$ cat config.mk
export PLATFORM = sky130hd
export DESIGN_NAME = cache_ctrl
export DESIGN_NICKNAME = d
export VERILOG_FILES = /design/src/rtl/cache_ctrl.sv
export SDC_FILE = /design/constraint.sdc
export NUM_CORES = 1
export LEC_CHECK = 0
export ABC_AREA = 1
export CAP_MARGIN = 15
export CORE_MARGIN = 5
export CORE_UTILIZATION = 34
export DETAILED_ROUTE_END_ITERATION = 10
export GPL_ROUTABILITY_DRIVEN = 1
export PLACE_DENSITY = 0.81
export SETUP_SLACK_MARGIN = 0.3
export SLEW_MARGIN = 25
export SYNTH_ARGS = -nofsm -noshare
export SYNTH_HDL_FRONTEND = slang
export SYNTH_SLANG_ARGS = --single-unit
$ cat constraint.sdc
create_clock -name iClk -period 1.2 [get_ports iClk]
set_clock_uncertainty 0.1 [all_clocks]
set_input_delay 0.24 -clock iClk [delete_from_list [all_inputs] [get_ports iClk]]
set_output_delay 0.24 -clock iClk [all_outputs]
set_load 0.02 [all_outputs]
$ cat src/rtl/cache_ctrl.sv
// cache_ctrl: miss/fill/flush sequencer for a direct-mapped, one-word-per-line cache.
// Optional hit/miss counters are enabled by defining CACHE_CTRL_PERF_EN.
module cache_ctrl #(
   parameter int ADDR_WIDTH   = 32,
   parameter int DATA_WIDTH   = 32,
   parameter int INDEX_WIDTH  = 4,
   parameter int OFFSET_WIDTH = 2
) (
   input  logic                  iClk,
   input  logic                  iRst,
   input  logic                  iReq,
   input  logic [ADDR_WIDTH-1:0] iAddress,
   input  logic                  iHit,
   input  logic                  iFlush,
   input  logic [ADDR_WIDTH-1:0] iFlushAddress,
   output logic                  oStall,
   output logic                  oMemReq,
   output logic [ADDR_WIDTH-1:0] oMemAddr,
   input  logic                  iMemAck,
   input  logic [DATA_WIDTH-1:0] iMainMemoryData,
   output logic                  oFillEn,
   output logic [INDEX_WIDTH-1:0] oFillIndex,
   output logic [ADDR_WIDTH-INDEX_WIDTH-OFFSET_WIDTH-1:0] oFillTag,
   output logic [DATA_WIDTH-1:0] oFillData,
   output logic                  oInvEn,
   output logic [INDEX_WIDTH-1:0] oInvIndex
`ifdef CACHE_CTRL_PERF_EN
   ,
   output logic [31:0]           oHitCount,
   output logic [31:0]           oMissCount
`endif
);

   localparam int TAG_WIDTH = ADDR_WIDTH - INDEX_WIDTH - OFFSET_WIDTH;
   localparam int TAG_LSB   = OFFSET_WIDTH + INDEX_WIDTH;

   typedef enum logic [2:0] {
      S_INIT,
      S_IDLE,
      S_MREQ,
      S_FILL,
      S_INV
   } state_t;

   state_t                 r_state;
   state_t                 w_next;
   logic [INDEX_WIDTH-1:0] r_cnt;
   logic                   r_pend;
   logic [INDEX_WIDTH-1:0] r_flushIdx;
   logic [TAG_WIDTH-1:0]   r_missTag;
   logic [INDEX_WIDTH-1:0] r_missIdx;
   logic [DATA_WIDTH-1:0]  r_fillData;
   logic                   w_miss;
   logic                   w_flushNow;
   logic                   w_unused;

   assign w_miss     = iReq & ~iHit;
   assign w_flushNow = r_pend | iFlush;

   // Offset and tag bits of the flush address play no part in invalidation
   assign w_unused = ^{iAddress[OFFSET_WIDTH-1:0],
                       iFlushAddress[ADDR_WIDTH-1:TAG_LSB],
                       iFlushAddress[OFFSET_WIDTH-1:0]};

   assign oMemAddr   = {r_missTag, r_missIdx, {OFFSET_WIDTH{1'b0}}};
   assign oFillIndex = r_missIdx;
   assign oFillTag   = r_missTag;
   assign oFillData  = r_fillData;

   // State register plus sweep counter
   always_ff @(posedge iClk) begin
      if (iRst) begin
         r_state <= S_INIT;
         r_cnt   <= '0;
      end else begin
         r_state <= w_next;
         if (r_state == S_INIT)
            r_cnt <= r_cnt + INDEX_WIDTH'(1);
      end
   end

   // Next-state and output decode
   always_comb begin
      w_next    = r_state;
      oStall    = 1'b1;
      oMemReq   = 1'b0;
      oFillEn   = 1'b0;
      oInvEn    = 1'b0;
      oInvIndex = r_flushIdx;
      case (r_state)
         S_INIT: begin
            oInvEn    = 1'b1;
            oInvIndex = r_cnt;
            if (r_cnt == {INDEX_WIDTH{1'b1}})
               w_next = S_IDLE;
         end
         S_IDLE: begin
            oStall = w_miss;
            if (w_flushNow)
               w_next = S_INV;
            else if (w_miss)
               w_next = S_MREQ;
         end
         S_MREQ: begin
            oMemReq = 1'b1;
            if (iMemAck)
               w_next = S_FILL;
         end
         S_FILL: begin
            oFillEn = 1'b1;
            w_next  = w_flushNow ? S_INV : S_IDLE;
         end
         S_INV: begin
            oInvEn = 1'b1;
            oStall = iReq;
            w_next = S_IDLE;
         end
         default: w_next = S_INIT;
      endcase
   end

   // Flush bookkeeping: one-deep pending flag, newest index wins
   always_ff @(posedge iClk) begin
      if (iRst) begin
         r_pend     <= 1'b0;
         r_flushIdx <= '0;
      end else begin
         if (iFlush)
            r_flushIdx <= iFlushAddress[OFFSET_WIDTH +: INDEX_WIDTH];
         if (iFlush && r_state != S_IDLE)
            r_pend <= 1'b1;
         else if (r_state == S_INV)
            r_pend <= 1'b0;
      end
   end

   // Miss address capture and fill data latch
   always_ff @(posedge iClk) begin
      if (iRst) begin
         r_missTag  <= '0;
         r_missIdx  <= '0;
         r_fillData <= '0;
      end else begin
         if (r_state == S_IDLE && w_next == S_MREQ) begin
            r_missTag <= iAddress[TAG_LSB +: TAG_WIDTH];
            r_missIdx <= iAddress[OFFSET_WIDTH +: INDEX_WIDTH];
         end
         if (r_state == S_MREQ && iMemAck)
            r_fillData <= iMainMemoryData;
      end
   end

`ifdef CACHE_CTRL_PERF_EN
   logic [31:0] r_hitCnt;
   logic [31:0] r_missCnt;

   // Saturating hit/miss counters
   always_ff @(posedge iClk) begin
      if (iRst) begin
         r_hitCnt  <= '0;
         r_missCnt <= '0;
      end else if (r_state == S_IDLE) begin
         if (iReq && iHit && r_hitCnt != 32'hFFFF_FFFF)
            r_hitCnt <= r_hitCnt + 32'd1;
         if (w_next == S_MREQ && r_missCnt != 32'hFFFF_FFFF)
            r_missCnt <= r_missCnt + 32'd1;
      end
   end

   assign oHitCount  = r_hitCnt;
   assign oMissCount = r_missCnt;
`endif

endmodule

==> results of run 1 <==
-- worst max-delay path: stages (launching register included) --
cell and delay, ps:
dfxtp_4 370, nor2_4 110, nand2_4 70, or2_1 220
o21a_2 130, buf_6 130
-- sequential cells by signal, summed over array words and instances, names as in the netlist --
register	flops
oFillData	32
oFillIndex	4
oFillTag	26
r_cnt	4
r_flushIdx	4
r_pend	1
r_state	3
-- worst max-delay path by stage --
| stage | to | start | depth (start not counted) |
|---|---|---|---|
| floorplan | oInvIndex[0] | r_state[0] | 4 |
| global placement | oStall | iReq | 4 |
| detailed placement | oStall | iReq | 4 |
| CTS | oStall | r_state[1] | 6 |
| global route | oStall | r_state[0] | 6 |
| finish | oInvIndex[0] | r_state[1] | 5 |
-- where the power goes --
part / leakage [nW] / switching, mW / internal [mW] / total, mW
sequential: 0.637 / 0.0146 / 2.43 / 2.45
combinational: 2.33 / 0.243 / 0.343 / 0.586
clock: 0.110 / 0.942 / 1.06 / 2.00
-- through the flow --
step / setup slack (ps) / hold WS, ps
after floorplan: -164 / 198
after global placement: -634 / 349
after detailed placement: -646 / 367
after CTS: -537 / 280
after global routing: -590 / 315
final: -514 / 306
-- synth_stat cells (all sizes together) --
master  instances
conb            1
or2             1
ha              1
nor3           33
o21ai          39
clkbuf          5
a31oi           1
nand3           7
nor3b           1
buf            52
nor2          113
nand2          56
inv            12
dfxtp          74
o21a            1
a21oi           3
nand3b         30
-- layer usage --
layer | track usage [%] | up-vias | share of wire (%)
met5 | 0 | - | 0
met3 | 6.52 | 23 | 7.2
met4 | 9.35 | 0 | 1.9
li1 | - | 1851 | -
met1 | 21.9 | 1789 | 37
met2 | 39.6 | 147 | 54
-- cells by family (layout without fill, tap and decap cells) --
group	count (synthesis)	in the layout	share of synthesized area [%]
and+or+nand+nor	241	241	35.7
adders and majority gates	1	1	0.372
DFF	74	74	44.1
AOI/OAI and AO/OA	44	44	6.67
other	1	2	0.112
buffers and inverters	69	317	13.0
-- cell type report --
type	instances	area (sq um)
repair buffers	289	3170
fillers	655	2610
multi-input cells	288	1870
flip-flops and latches	74	1610
clock buffers	13	191
well taps	133	166
inverters	12	57.6
clock inverters	3	16.3
-- timing repair --
action | CTS | global route
hold buffers | 0 | 0
pin swaps | 18 | 32
gates cloned | 10 | 1
gates resized for setup | 709 | 60
setup buffers | 28 | 16
setup endpoints to repair | 174 | 170
==> impl_results.md, run 1 <==
- Status: complete, but fails checks
- Failing checks: setup timing
- Post-Syn Area: 0.00336 sq mm
- Via density: 4.69
- First-pass GRT wire length: 19,800 um
- Hold_sp: iRst
- Period utilization: 143%
- Syn Inst Count: 430
- Die Width: 109 um
- Placement Rows: 36
- Final #Nets: 777
- Peak VDD IR: 0.000481 V
- Max clock buf depth: 2
- Hold Path Class: in2reg
- Routed vias: 3,810
- P_leak: 3.08 nW
- Total power: 5.03 mW
- Critical Path AT: 1370 ps
- Initial DRC Count: 144
- Final Worst Setup Slack: -514 ps
- Most common cell after layout, fill and taps aside: buf_6
- Antenna-violating nets left: 0
- Ant diodes: 0
- Fmax: 0.583 GHz
- CTS tree: done
- R2R Setup Slk: -420 ps
- Worst-path clk slew: 70 ps
- Post-Place Cells: 741
- Area post-placement: 0.00563 sq mm
- Sink Count: 74
- I/O pin total: 204
- Cell variety after synth: 30
- Synth area leaders: dfxtp_1, nor2_1, buf_4, nand3b_1, nand2_1
- Final cell count without fillers: 812
- Dpl hpwl: 7870 um
- Most frequent cells in the layout: buf_6, buf_4, clkdlybuf4s50_1
- Post-layout util: 73.1%
- Root buffer cell: clkbuf_8
- Initial antenna violation count: 0
- Number of detailed-route iterations in the first pass: 4
- Cts bufs inserted: 9
- Setup TNS: -25,170 ps
- Die height: 109 um
- Critical Path End Type: primary output
- Synth warnings: 0
- Vias in the first global route: 4,030
- Die area: 0.0120 sq mm
- Syn_area_per_cell: 7.81 sq um
- Largest net degree at the start of global routing: 39
- Final hold violations: 0
- Clock period minus worst slack: 1710 ps
- CTS H-tree lvls: 3
- Reg2reg end: oFillTag[18]
- RSZ-0062 raised after global routing: true
- Crit path launch type: register
- Max-slew violations: 0
- Core area: 0.00968 sq mm
- Global route overflow: 0
- Share of cells above drive strength 1: 62.6%
- Worst R2R Start: r_state[2]
- Number of port buffers: 171
- Final setup vio count: 74
- Initial core utilization: 34.7%
- Drt total wl: 13,700 um
- P&R area growth vs syn: 111%
- # DRC: 0
- Reg2Reg Depth: 11
- Pwr Density: 711 mW/mm^2
- All-layer global routing usage: 21.3%
- Wire length per cell: 16.9 um
- Synth area leader: dfxtp_1
- Maximum fanout along the worst path: 4
- Worst hold endpoint: r_state[1]
- Seq/Total Area, Yosys: 44.1%
- Finished Cell Area: 0.00708 sq mm
- WS Path Type: reg2out
- Placer's final routability congestion estimate: 0.823
- Hold path depth: 3
- Yosys reg bits: 74
- Clock Latency Late Sink: 340 ps
- Required time of the critical path: 860 ps
- Max-Cap Viols: 0
- Top-area cell type share of the netlist area: 44.1%
Note: power is estimated with default switching activity, not from simulation.
==> inputs of run 2 (changes only) <==
GPL_TIMING_DRIVEN = 0   (was default)
SKIP_CTS_REPAIR_TIMING = 1   (was default)
==> impl_results.md, run 2 (synthesis results as in run 1) <==
- Status: complete, but fails checks
- Failing checks: setup timing
- P&R area growth vs syn: 90.2%
- RSZ-0062 raised after global routing: true
- P_leak: 2.83 nW (-8.0%)
- Sink Count: 74 (unchanged)
- Clock Latency Late Sink: 340 ps (about the same)
- Clock period minus worst slack: 1790 ps (+74.8 ps)
- Vias in the first global route: 3,337 (-17%)
- Root buffer cell: clkbuf_8
- Antenna-violating nets left: 0 (unchanged)
- Die height: 109 um (unchanged)
- Pre-CTS setup slack: -764 ps (-117 ps)
- CP peak stage delay: 380 ps (about the same)
- Final Worst Setup Slack: -589 ps (-74.8 ps)
- Register area: 0.00161 sq mm (-0.39%)
- Final hold violations: 0 (unchanged)
- First-pass GRT wire length: 15,900 um (-20%)
- Required time of the critical path: 860 ps (about the same)
- Most common cell after layout, fill and taps aside: buf_6
- Share of cells above drive strength 1: 53.7% (-8.9 points)
- CTS H-tree lvls: 3 (unchanged)
- Wire length per cell: 14.8 um (-13%)
- Number of port buffers: 171 (unchanged)
- Peak VDD IR: 0.000669 V (+39%)
- Dpl hpwl: 8190 um (+4.2%)
- Fmax: 0.559 GHz (-4.2%)
- Global route overflow: 0 (unchanged)
- Filler cell count: 752 (+15%)
- CTS tree: done
- Critical Path AT: 1450 ps (+80 ps)
- Ant diodes: 0 (unchanged)
- Pwr Density: 830 mW/mm^2 (+17%)
- Final cell count without fillers: 787 (-3.1%)
- Area of the multi-input gates: 0.00163 sq mm (-13%)
- Crit path launch type: register
- Max clock buf depth: 2 (unchanged)
- Cts bufs inserted: 9 (unchanged)
- Max-slew violations: 0 (unchanged)
- WS Path Type: reg2out
- Max-Cap Viols: 0 (unchanged)
- Max reg flops: 32 (unchanged)
- All-layer global routing usage: 16.7% (-4.6 points)
- Number of detailed-route iterations in the first pass: 4 (unchanged)
- Drt total wl: 11,600 um (-15%)
- # DRC: 0 (unchanged)
- Most frequent cells in the layout: buf_6, clkdlybuf4s50_1, nor2_2
- CP Cell Sequence: nor2_4, nand2_4, or2_1, o21a_2, buf_6
- Largest net degree at the start of global routing: 13 (-67%)
- Die area: 0.0120 sq mm (unchanged)
- Maximum fanout along the worst path: 5 (+1)
- Die Width: 109 um (unchanged)
- Core area: 0.00968 sq mm (unchanged)
- Critical Path End Type: primary output
- Worst-path clk slew: 80 ps (about the same)
- Period utilization: 149% (+6.2 points)
- I/O pin total: 204 (unchanged)
- Initial DRC Count: 71 (-51%)
- Worst path slowest cell: dfxtp_4
- CP delay by family, top: simple AND/OR/NAND/NOR gates
- Placer's final routability congestion estimate: 0.813 (-1.2%)
- Via density: 4.64 (-1.2%)
- Hold Path Class: in2reg
- Routed vias: 3,648 (-4.3%)
- Placement Rows: 36 (unchanged)
- Initial antenna violation count: 0 (unchanged)
- Initial core utilization: 34.7% (unchanged)
- Final setup vio count: 104 (+41%)
- Post-Place Cells: 735 (-0.81%)
- Worst Path Buf+Inv: 1 (unchanged)
- Final #Nets: 752 (-3.2%)
-- run 2: cell types whose count changed in the layout (fill, tap and decap cells not counted), sizes merged --
cell / previous run / this run
buf: 216 / 184
clkbuf: 14 / 22
clkinv: 3 / 0
dlymetal6s2s: 0 / 3
bufinv: 0 / 2
dlygate4sd2: 2 / 0
bufbuf: 1 / 0
clkdlybuf4s50: 69 / 68
inv: 11 / 12
-- run 2: layout make-up --
| type | count | share of cell area (%) |
|---|---|---|
| Inverter | 12 | 0.959 |
| Multi-Input combinational cell | 288 | 25.5 |
| Clock inverter | 3 | 1.04 |
| Clock buffer | 13 | 2.82 |
| Buffer | 57 | 8.52 |
| Sequential cell | 74 | 25.1 |
| Tap cell | 133 | 2.60 |
| Timing Repair Buffer | 207 | 33.4 |
-- run 2: worst register-to-register path: stages (launching register included) --
cell and delay (ps):
dfxtp_4 390, inv_8 90, nand3_4 90, buf_6 150, nor2_4 230, buf_6 180
o21ai_0 80, nor2_1 110
-- run 2: metrics by stage --
stage	instance area (sq um)	hold WS [ps]	power, mW	TNS, ps	util [%]
after global routing	6390	167	5.49	-26320	66.0
after CTS	5720	370	5.37	-71400	59.1
after floorplan	3600	198	2.71	-1870	-
after global placement	5470	353	3.01	-57080	56.5
final	6390	154	5.30	-19680	66.0
after detailed placement	5470	359	3.02	-58620	56.5
-- run 2: metal layers --
layer	routed length (um)	global-route usage [%]	up-vias
li1	-	-	1793
met1	4410	19.6	1696
met2	5930	28.6	137
met3	1010	4.87	22
met4	263	6.86	0
met5	0	0	-
-- run 2: power breakdown --
group | internal [mW] | leakage (nW) | switching [mW]
registers | 2.43 | 0.636 | 0.0175
logic | 0.293 | 2.07 | 0.205
clock network | 1.42 | 0.125 | 0.937
-- run 2: worst paths after layout --
path / startpoint / end / slack, ps / cells after the start
max reg2reg: r_state[2] / oFillData[21] / -280 / 7
max: r_state[1] / oInvIndex[0] / -590 / 5
min reg2reg: r_pend / r_pend / 380 / 2
min: iFlush / r_pend / 150 / 3
